--- src/rtl/rx_pkg.sv ---
// Shared defaults and helpers for the receive demux/deserialiser slice.
package rx_pkg;

  localparam int RX_IN_W  = 16;
  localparam int RX_RATIO = 2;
  localparam int RX_NCH   = 2;
  localparam int RX_CNT_W = 16;

  // Width of a counter that indexes 0..ratio-1; never less than one bit.
  function automatic int rx_phase_w(input int ratio);
    int w;
    w = 1;
    for (int i = 1; i < 31; i++) begin
      if ((1 << i) < ratio) w = i + 1;
    end
    return w;
  endfunction

endpackage

--- src/rtl/rx_lane_pack.sv ---
// One channel's sample slots and packed-word assembly. The final sample
// of a group is not stored; it is merged straight from the capture
// register so the word is ready on the completing edge.
module rx_lane_pack
  import rx_pkg::*;
#(
  parameter int IN_W      = RX_IN_W,
  parameter int RATIO     = RX_RATIO,
  parameter int FIRST_LOW = 1,
  parameter int PH_W      = rx_phase_w(RX_RATIO)
) (
  input  logic                  clk,
  input  logic                  rst_n,
  input  logic                  i_wr,
  input  logic [PH_W-1:0]       i_idx,
  input  logic [IN_W-1:0]       i_dat,
  output logic [IN_W*RATIO-1:0] o_word
);

  logic [IN_W-1:0] r_slot [RATIO-1];

  // Store each non-final sample of a group into the slot picked by its phase.
  always_ff @(posedge clk or negedge rst_n) begin
    if (!rst_n) begin
      // NOTE: the slots are plain flops rather than a RAM, so they take the
      // reset and Out_data never exposes stale samples after reset.
      for (int j = 0; j < RATIO - 1; j++) r_slot[j] <= '0;
    end else begin
      for (int j = 0; j < RATIO - 1; j++) begin
        // NOTE: state is updated with non-blocking assignments so every
        // flop samples the pre-edge value of every other flop.
        if (i_wr && (i_idx == PH_W'(j))) r_slot[j] <= i_dat;
      end
    end
  end

  // Assemble the word: earliest sample at the low or high end of the word.
  always_comb begin
    // NOTE: a full default before any conditional write keeps this block
    // free of inferred latches.
    o_word = '0;
    for (int j = 0; j < RATIO - 1; j++) begin
      if (FIRST_LOW != 0) o_word[j*IN_W +: IN_W] = r_slot[j];
      else                o_word[(RATIO-1-j)*IN_W +: IN_W] = r_slot[j];
    end
    if (FIRST_LOW != 0) o_word[(RATIO-1)*IN_W +: IN_W] = i_dat;
    else                o_word[IN_W-1:0] = i_dat;
  end

endmodule

--- src/rtl/rx_demux_deser.sv ---
// Multi-channel receive demultiplexer/deserialiser. Registers the receiver
// bus, packs RATIO samples per channel into one word in lockstep across
// channels, and presents words on a valid/ready port with sticky overflow
// and a saturating dropped-word counter.
module rx_demux_deser
  import rx_pkg::*;
#(
  parameter int IN_W      = RX_IN_W,
  parameter int RATIO     = RX_RATIO,
  parameter int NCH       = RX_NCH,
  parameter int FIRST_LOW = 1,
  parameter int CNT_W     = RX_CNT_W
) (
  input  logic                        Clk,
  input  logic                        Reset_n,
  input  logic [NCH*IN_W-1:0]         In_dat,
  input  logic                        In_en,
  input  logic                        In_sync,
  output logic [NCH*RATIO*IN_W-1:0]   Out_data,
  output logic                        Out_valid,
  input  logic                        Out_ready,
  output logic                        Overflow,
  output logic [CNT_W-1:0]            Ovf_count,
  input  logic                        Ovf_clr
);

  localparam int              OUT_W   = IN_W * RATIO;
  localparam int              PH_W    = rx_phase_w(RATIO);
  localparam logic [PH_W-1:0] LAST_PH = PH_W'(RATIO - 1);

  // Capture stage
  logic [NCH*IN_W-1:0] r_cap_dat;
  logic                r_cap_en;
  logic                r_cap_sync;

  // Pack stage
  logic [PH_W-1:0]     r_phase;
  logic [PH_W-1:0]     w_phase_eff;
  logic                w_complete;
  logic                w_slot_wr;
  logic [NCH*OUT_W-1:0] w_word;

  // Output and accounting
  logic [NCH*OUT_W-1:0] r_out_data;
  logic                 r_out_valid;
  logic                 r_overflow;
  logic [CNT_W-1:0]     r_ovf_count;
  logic                 w_load;
  logic                 w_drop;

  // Register the receiver bus so the packing logic sees only flopped inputs.
  always_ff @(posedge Clk or negedge Reset_n) begin
    if (!Reset_n) begin
      r_cap_dat  <= '0;
      r_cap_en   <= 1'b0;
      r_cap_sync <= 1'b0;
    end else begin
      r_cap_dat  <= In_dat;
      r_cap_en   <= In_en;
      r_cap_sync <= In_sync & In_en;
    end
  end

  // A qualified sync forces phase 0 and silently abandons any partial group.
  assign w_phase_eff = r_cap_sync ? '0 : r_phase;
  assign w_complete  = r_cap_en && (w_phase_eff == LAST_PH);
  assign w_slot_wr   = r_cap_en && (w_phase_eff != LAST_PH);

  // Advance the shared phase only on enabled samples; gaps hold the group.
  always_ff @(posedge Clk or negedge Reset_n) begin
    if (!Reset_n) begin
      r_phase <= '0;
    end else if (r_cap_en) begin
      if (w_complete) r_phase <= '0;
      else            r_phase <= w_phase_eff + PH_W'(1);
    end
  end

  for (genvar c = 0; c < NCH; c++) begin : g_lane
    rx_lane_pack #(
      .IN_W      (IN_W),
      .RATIO     (RATIO),
      .FIRST_LOW (FIRST_LOW),
      .PH_W      (PH_W)
    ) u_lane (
      .clk    (Clk),
      .rst_n  (Reset_n),
      .i_wr   (w_slot_wr),
      .i_idx  (w_phase_eff),
      .i_dat  (r_cap_dat[c*IN_W +: IN_W]),
      .o_word (w_word[c*OUT_W +: OUT_W])
    );
  end

  // A finished word loads when the output is empty or being consumed now;
  // otherwise it is dropped and the held word stays intact.
  assign w_load = w_complete && (!r_out_valid || Out_ready);
  assign w_drop = w_complete &&  r_out_valid && !Out_ready;

  // Output word register: changes only on a load.
  always_ff @(posedge Clk or negedge Reset_n) begin
    if (!Reset_n) begin
      r_out_data <= '0;
    end else if (w_load) begin
      r_out_data <= w_word;
    end
  end

  // Valid flag: set on load, cleared when consumed with nothing new arriving.
  always_ff @(posedge Clk or negedge Reset_n) begin
    if (!Reset_n) begin
      r_out_valid <= 1'b0;
    end else if (w_load) begin
      r_out_valid <= 1'b1;
    end else if (r_out_valid && Out_ready) begin
      r_out_valid <= 1'b0;
    end
  end

  // Sticky overflow flag; clear wins over a drop on the same edge.
  always_ff @(posedge Clk or negedge Reset_n) begin
    if (!Reset_n) begin
      r_overflow <= 1'b0;
    end else if (Ovf_clr) begin
      r_overflow <= 1'b0;
    end else if (w_drop) begin
      r_overflow <= 1'b1;
    end
  end

  // Saturating dropped-word counter; clear wins over an increment.
  always_ff @(posedge Clk or negedge Reset_n) begin
    if (!Reset_n) begin
      r_ovf_count <= '0;
    end else if (Ovf_clr) begin
      r_ovf_count <= '0;
    end else if (w_drop && (r_ovf_count != '1)) begin
      r_ovf_count <= r_ovf_count + CNT_W'(1);
    end
  end

  assign Out_data  = r_out_data;
  assign Out_valid = r_out_valid;
  assign Overflow  = r_overflow;
  assign Ovf_count = r_ovf_count;

endmodule

--- config.mk ---
export PLATFORM = sky130hd
export DESIGN_NAME = rx_demux_deser
export DESIGN_NICKNAME = d
export VERILOG_FILES = /design/src/rtl/rx_pkg.sv /design/src/rtl/rx_lane_pack.sv /design/src/rtl/rx_demux_deser.sv
export SDC_FILE = /design/constraint.sdc
export NUM_CORES = 1
export LEC_CHECK = 0
export CAP_MARGIN = 20
export CORE_MARGIN = 2
export CORE_UTILIZATION = 54
export DETAILED_ROUTE_END_ITERATION = 12
export MAX_ROUTING_LAYER = met4
export PLACE_DENSITY = 0.89
export SYNTH_ARGS = -nofsm -noshare
export SYNTH_HDL_FRONTEND = slang
export SYNTH_SLANG_ARGS = --single-unit
--- constraint.sdc ---
create_clock -name Clk -period 2.5 [get_ports Clk]
set_input_delay 0.5 -clock Clk [delete_from_list [all_inputs] [get_ports Clk]]
set_output_delay 0.5 -clock Clk [all_outputs]
set_load 0.005 [all_outputs]
=== After elaboration in Yosys (flattened, before gate mapping) ===
Index checks and enable logic that the tools add are counted.

* Memories: 0
* Memory bits (read-only): 0
* Logic and storage cells: 37
* RAM bits: 0
* Latch bits: 0
* Flip-flop bits (word level): 149
* Output and inout bits: 82
* Input port bits: 38

* Shift operators: 0
* Bitwise operators: 2
* Equal/unequal tests: 1
* Multiplexer cells: 8
* Reductions and logical operators: 14
* $mul: 0
* $add $sub $neg: 2
* $lt $le $gt $ge: 0
* Div/mod/pow operators: 0

{| class="wikitable"
|+ Operators with widths
! kind !! count
|-
| 16-bit 2-to-1 mux || 2
|-
| 16-bit by 1-bit adder with 16-bit output (second input constant) || 1
|-
| 16-bit != test (second input constant) || 1
|-
| 1-bit logical AND || 8
|-
| 1-bit 2-to-1 mux || 6
|-
| 2-bit nonzero test || 3
|-
| 1-bit zero test || 2
|-
| 1-bit adder (second input constant) || 1
|-
| 1-bit bitwise AND || 1
|-
| 1-bit logical OR || 1
|-
| 1-bit NOT || 1
|}

=== Depth between registers and ports, before layout ===
Gate-level depths: netlist (run 1).

* Depth in word-level cells: 7
* Gate-level depth with buffers: 6

=== Hierarchy ===
A second synthesis (run 1) with hierarchy kept.

* Cells, all modules: 391
* Area, all modules: 5957.0 um^2

{| class="wikitable"
|+ Modules (own cells, without submodules)
! module !! area each (um^2) !! times used !! cells each !! seq. area each (um^2)
|-
| rx_demux_deser || 4390.5 || 1 || 289 || 2927.8
|-
| rx_lane_pack || 783.3 || 2 || 51 || 400.4
|}

=== Least setup slack after synthesis (run 1) ===
No wires, ideal clock.

* Kind: input-to-reg
* From: input port Out_ready
* To: register r_ovf_count[13], in the netlist Ovf_count[13]
* Required time: 2.422 ns
* Arrival: 1.772 ns
* Buffers on the path: 0
* Setup time: 0.078 ns
* Cell stages on the path: 4
* Slack: 0.650 ns
* Cells stage by stage: nand2b_1 > or4_4 > or4_1 > a21oi_1

* Word-level cells in the longest chain between the ends: 4

{| class="wikitable"
|+ RTL lines
! what !! line !! source
|-
| from (decl) || rx_demux_deser.sv:21 || <nowiki>input logic Out_ready,</nowiki>
|-
| 1-bit zero test || rx_demux_deser.sv:98 || <nowiki>assign w_drop = w_complete && r_out_valid && !Out_ready;</nowiki>
|-
| 1-bit logical AND || rx_demux_deser.sv:98 ||
|-
| 1-bit logical AND || rx_demux_deser.sv:137 || <nowiki>end else if (w_drop && (r_ovf_count != '1)) begin</nowiki>
|-
| 2-bit nonzero test (no source line) || -- ||
|-
| to (signal assigned) || rx_demux_deser.sv:138 || <nowiki>r_ovf_count <= r_ovf_count + CNT_W'(1);</nowiki>
|-
| to (decl) || rx_demux_deser.sv:47 || <nowiki>logic [CNT_W-1:0] r_ovf_count;</nowiki>
|}

No other way between the ends.
A chain may end at the register's enable or synchronous reset.

=== Worst setup path after layout (run 1) ===
* From: register r_ovf_count[8], in the netlist Ovf_count[8]
* To: output port Ovf_count[8]

{| class="wikitable"
|+ RTL lines
! what !! line !! source
|-
| to (decl) || rx_demux_deser.sv:23 || <nowiki>output logic [CNT_W-1:0] Ovf_count,</nowiki>
|}

No word-level cell between the ends.

==> results of run 1 <==
-- cell usage after synthesis (all sizes together) (3+ instances only) --
cell	number	area [sq um]
nand2	7	26.3
nor4	4	25.0
buf	8	40.0
mux2	99	1110
o21ai	4	20.0
dfrtp	149	3730
or4	8	63.8
nand4	5	31.3
nor3	3	15.0
nor2	10	37.5
a21oi	13	65.1
inv	3	11.3
nand3	8	40.0
and4	3	26.3
o31ai	7	52.6
nor2b	4	25.0
clkbuf	5	18.8
-- cell type report --
class	count	area (sq um)	area share [%]
sequential	149	3730	50.0
multi-input combinational	189	1690	22.6
timing repair buffer	129	1290	17.4
clock buffer	19	442	5.92
tap	133	166	2.23
clock inverter	12	131	1.76
inverter	3	11.3	0.151
-- per-layer routing --
layer  vias to the layer above  routed length, um  track usage [%]
li1                       1551                  -                -
met1                      1746               4530             26.6
met2                       119               6020             37.7
met3                        11                600             6.74
met4                         0                136             6.67
met5                         -                  0                -
-- state kept, by name, indices dropped and copies added, names as in the netlist --
register / flops
Out_data: 64
g_lane.u_lane.r_slot: 32
r_cap_dat: 32
Ovf_count: 16
Out_valid: 1
Overflow: 1
r_cap_en: 1
r_cap_sync: 1
r_phase: 1
-- worst paths after layout --
kind                                                        start  slack (ps)  depth (start not counted)                                     end
max                                      Ovf_count[8]$_DFFE_PN0P_         420                          1                            Ovf_count[8]
min                                                    In_dat[22]         420                          1                 r_cap_dat[22]$_DFF_PN0_
max reg2reg                              Ovf_count[2]$_DFFE_PN0P_         570                          4               Ovf_count[13]$_DFFE_PN0P_
min reg2reg                g_lane[0].u_lane.r_slot[3]$_DFFE_PN0P_         500                          1  g_lane[0].u_lane.r_slot[3]$_DFFE_PN0P_
max in group asynchronous                                 Reset_n        1230                          3                Out_data[34]$_DFFE_PN0P_
min in group asynchronous                                 Reset_n         520                          2                Ovf_count[4]$_DFFE_PN0P_
-- metrics by stage --
stage          hold WS (ps)  cells  area (sq um)
3_3_place_gp            480    602          6880
3_5_place_dp            487    602          6880
6_report                415    634          7460
4_1_cts                 399    634          7460
2_1_floorplan           204    354          5470
5_1_grt                 398    634          7460
-- cells by family (layout without fill, tap and decap cells) --
logic type | count (synthesis) | after routing | synth area share, %
simple gates | 62 | 62 | 6.87
buf+inv | 16 | 163 | 1.28
flops | 149 | 149 | 68.2
mux | 99 | 99 | 20.4
fa+ha+maj | 1 | 1 | 0.229
compound gates | 27 | 27 | 3.04
-- power groups by stage --
| stage | sequential [mW] | clock [mW] | combinational, mW |
|---|---|---|---|
| after detailed placement | 3.28 | 0 | 1.64 |
| after global placement | 3.24 | 0 | 1.59 |
| after floorplan | 3.26 | 0 | 0.554 |
| final | 3.25 | 2.42 | 1.63 |
| after global routing | 3.32 | 2.56 | 1.74 |
| after CTS | 3.25 | 2.46 | 1.66 |
==> impl_metrics.yaml, run 1 <==
status:
  run_status: "complete, no violations"
sta:
  tightestPinTransition_ps: 558
  setup_tns_ps: 0
  hold_violations: 0
  setup_viol: 0
  slew_viol_final: 0
  period_minus_slack_ps: 2080
  fin_crit_sh_pct: 83.1
  max_slew_margin_pct: 62.5
  rsz0062_at_grt: "no"
  fin_skew_ps: 8.73
  fin_ws_ps: 421
  fmaxAchievable_mhz: 481
job:
  max-cap-violations: 0
placement:
  gp_congestion: 0.909
  pre_cts_slack_ps: 179
  io_buffers: 119
  hpwl_um: 7340
cells_and_area:
  fillers: 638
  drive_above_1_share_pct: 29.3
  layout_commonest_cell: "dfrtp_1"
  final_util_pct: 76.0
  num_antenna_cells: 0
  finalNetCount: 528
  area_growth_pct: 36.5
  final_cell_mix: "dfrtp_1 (149), clkdlybuf4s50_1 (118), mux2_2 (99)"
route:
  avgViaCountPerCell: 5.41
  wl_um: 11300
  firstDrtPassIters: 4
  drt_iter0_markers: 172
  wl_per_cell_um: 17.8
  antenna_left: 0
  drcViolationCount: 0
  vias: 3427
power:
  p_clk_share_pct: 33.2
  power_switching_mw: 1.75
  p_leak_nw: 3.09
  swShare_pct: 24.0
  vdd_ir_drop_max_uv: 613
  seqPwrFrac_pct: 44.5
  p_int_mw: 5.54
  power_mw: 7.30
  power_density_nw_per_um2: 978
  p_comb_share_pct: 22.3
logic_synthesis:
  async_flop_share_pct: 100
  ys_seq_area_share_pct: 68.2
  synth_edf_count: 0
  synth_nets: 393
  synth.distinct_cells: 31
  ys_ff_latch: 149
  postSynthCellCount: 354
  yosys_warnings: 0
  synth-main-ff-cell: "dfrtp_1"
  synth_area_per_cell_sq_um: 15.4
  syn_area_sq_um: 5470
worst_setup_path:
  critPathSlowestCell: "clkdlybuf4s50_1"
  startpoint_type: "flip-flop"
  critPathTopFamily: "buffers and inverters"
  worstSetupPathType: "reg -> out"
  path_cells: "clkdlybuf4s50_1"
  path_max_fanout: 8
  cp.arrival_ps: 1580
  cp_slowest_stage_delay_ps: 560
  worstPathRequired_ps: 2000
  crit_path_end_kind: "output port"
  path_buf_inv: 1
global_route:
  grt.overflow.total: 0
  grt_pass1_vias: 3632
  antenna_found_initial: 0
  grt_pass1_wl_um: 18600
  grt_max_degree: 65
  gr-usage-all-layers_pct: 22.5
clock_network:
  insertion_delay_ps: 520
  postCtsSetupBuffers: 0
  cts_max_path_buffers: 2
  htreeDepth: 4
  cts_buffers: 17
  cts_tree: "yes"
  hold_buffers: 1
  cts_root_buf: "clkbuf_8"
  cts_resized: 0
  path_clk_slew_ps: 60
  cts_num_sinks: 149
floorplan:
  die_y_um: 105
  initial_utilization_pct: 55.7
  fp.dieW_um: 105
  core_area_sq_um: 9820
  dieArea_sq_um: 10900
  ios: 120
  rows: 36
min_path:
  hold_path_class: "in -> reg"
(Power assumes the default switching activity.)
==> inputs of run 2 (changes only) <==
--- a/config.mk
+++ b/config.mk
@@ -7,10 +7,10 @@
 export LEC_CHECK = 0
 export CAP_MARGIN = 20
 export CORE_MARGIN = 2
-export CORE_UTILIZATION = 54
+export CORE_UTILIZATION = 50
 export DETAILED_ROUTE_END_ITERATION = 12
 export MAX_ROUTING_LAYER = met4
-export PLACE_DENSITY = 0.89
+export PLACE_DENSITY = 0.84
 export SYNTH_ARGS = -nofsm -noshare
 export SYNTH_HDL_FRONTEND = slang
 export SYNTH_SLANG_ARGS = --single-unit
==> constraint.sdc (replaced) <==
create_clock -name Clk -period 2 [get_ports Clk]
set_input_delay 0.4 -clock Clk [delete_from_list [all_inputs] [get_ports Clk]]
set_output_delay 0.4 -clock Clk [all_outputs]
set_load 0.005 [all_outputs]
==> run 2 against run 1 <==
Sequential share of layout area shrank 1.5 points. Critical path type unchanged. Clock skew shrank 1.9 ps. Combinational power grew 26%. Wire length grew 2.1%. Highest routed layer unchanged. Worst hold slack lost 110 ps. Cell area grew 3.2%.
==> impl_metrics.yaml, run 2 (synthesis results as in run 1) <==
status:
  run_status: "complete, no violations"
cells_and_area:
  final_util_pct: 71.6
  num_antenna_cells: 0
  area_growth_pct: 40.8
  instances_no_fill: 659
  drive_above_1_share_pct: 32.6
  largest_reg_flops: 64
  fillers: 704
  finalNetCount: 545
  final_cell_mix: "dfrtp_1 (146), clkdlybuf4s50_1 (118), mux2_2 (99)"
  layout_commonest_cell: "dfrtp_1"
worst_setup_path:
  path_max_fanout: 4
  path_cells: "buf_4 -> clkdlybuf4s50_1"
  cp_slowest_stage_delay_ps: 500
  critPathSlowestCell: "clkdlybuf4s50_1"
  cp.arrival_ps: 1540
  worstSetupPathType: "reg -> out"
  worstPathRequired_ps: 1600
  crit_path_end_kind: "output port"
  startpoint_type: "flip-flop"
sta:
  period_minus_slack_ps: 1940
  fin_skew_ps: 6.84
  tightestPinTransition_ps: 489
  setup_viol: 0
  fin_crit_sh_pct: 96.9
  hold_violations: 0
  rsz0062_at_grt: "yes"
  max_slew_margin_pct: 67.2
  setup_tns_ps: 0
  fmaxAchievable_mhz: 516
  fin_ws_ps: 62.0
  slew_viol_final: 0
floorplan:
  rows: 38
  ios: 120
  die_y_um: 109
  initial_utilization_pct: 50.9
  core_area_sq_um: 10700
  fp.dieW_um: 109
  dieArea_sq_um: 11800
clock_network:
  cts_buffers: 17
  cts_root_buf: "clkbuf_8"
  cts_num_sinks: 149
  insertion_delay_ps: 530
  htreeDepth: 4
  path_clk_slew_ps: 60
  cts_tree: "yes"
  cts_max_path_buffers: 2
route:
  drt_iter0_markers: 211
  antenna_left: 0
  drcViolationCount: 0
  wl_um: 11500
  avgViaCountPerCell: 5.37
  vias: 3536
  wl_per_cell_um: 17.5
  firstDrtPassIters: 4
global_route:
  antenna_found_initial: 0
  grt_pass1_vias: 3705
  grt.overflow.total: 0
  gr-usage-all-layers_pct: 22.0
  grt_max_degree: 50
  grt_pass1_wl_um: 18600
placement:
  io_buffers: 119
  dp.cells: 622
  hpwl_um: 7640
  pre_cts_slack_ps: -271
  gp_congestion: 0.961
power:
  vdd_ir_drop_max_uv: 1000
  power_mw: 9.30
  p_leak_nw: 3.21
  power_density_nw_per_um2: 1210
job:
  max-cap-violations: 0
min_path:
  hold_path_class: "in -> reg"
[run 2: worst paths after layout]
kind / cells after the start / endpoint / slack, ps / startpoint
setup / recovery: 2 / Ovf_count[6] / 60 / Ovf_count[6]$_DFFE_PN0P_
hold / removal: 1 / r_cap_dat[8]$_DFF_PN0_ / 310 / In_dat[8]
setup reg to reg: 5 / Ovf_count[2]$_DFFE_PN0P_ / 90 / Ovf_count[0]$_DFFE_PN0P_
hold reg to reg: 1 / g_lane[0].u_lane.r_slot[7]$_DFFE_PN0P_ / 500 / r_cap_dat[7]$_DFF_PN0_
max in group asynchronous: 3 / Out_data[22]$_DFFE_PN0P_ / 1030 / Reset_n
min in group asynchronous: 2 / Out_data[26]$_DFFE_PN0P_ / 320 / Reset_n
[run 2: metrics by stage]
| step | hold slack (ps) | area [sq um] |
|---|---|---|
| 2_1_floorplan | 104 | 5470 |
| 3_3_place_gp | 305 | 7020 |
| 3_5_place_dp | 310 | 7020 |
| 4_1_cts | 287 | 7630 |
| 5_1_grt | 287 | 7700 |
| 6_report | 308 | 7700 |
[run 2: critical path: cells and delay by family, from the launching register on]
| family | cells | cell delay [ps] |
|---|---|---|
| buffers and inverters | 2 | 640 |
| DFF | 1 | 370 |
[run 2: final cells by class]
cell class / count / area [sq um] / share of cell area, %
Inverter: 3 / 11.3 / 0.146
Clock buffer: 24 / 480 / 6.24
Timing Repair Buffer: 146 / 1460 / 19.0
Clock inverter: 8 / 121 / 1.58
Tap cell: 140 / 175 / 2.28
Multi-Input combinational cell: 189 / 1710 / 22.3
Sequential cell: 149 / 3730 / 48.5
[run 2: where the power goes]
group          switching, mW  internal [mW]
Sequential             0.377           3.69
Combinational          0.619           1.43
Clock                   1.15           2.03
Total                   2.15           7.15
[run 2: what timing repair did]
item                                    4_1_cts  5_1_grt
hold buffers                                  1        0
gates resized for setup                       0        9
endpoints found under the setup margin        0        8
setup buffers                                 0        4
endpoints found under the hold margin        30        0
[run 2: routing by layer]
layer | wire length (um) | part of all wire, % | track usage (%) | up-vias
met3 | 723 | 6.3 | 5.97 | 21
li1 | - | - | - | 1589
met5 | 0 | 0 | - | -
met2 | 5950 | 52 | 35.6 | 133
met1 | 4570 | 40 | 25.6 | 1793
met4 | 276 | 2.4 | 10.1 | 0
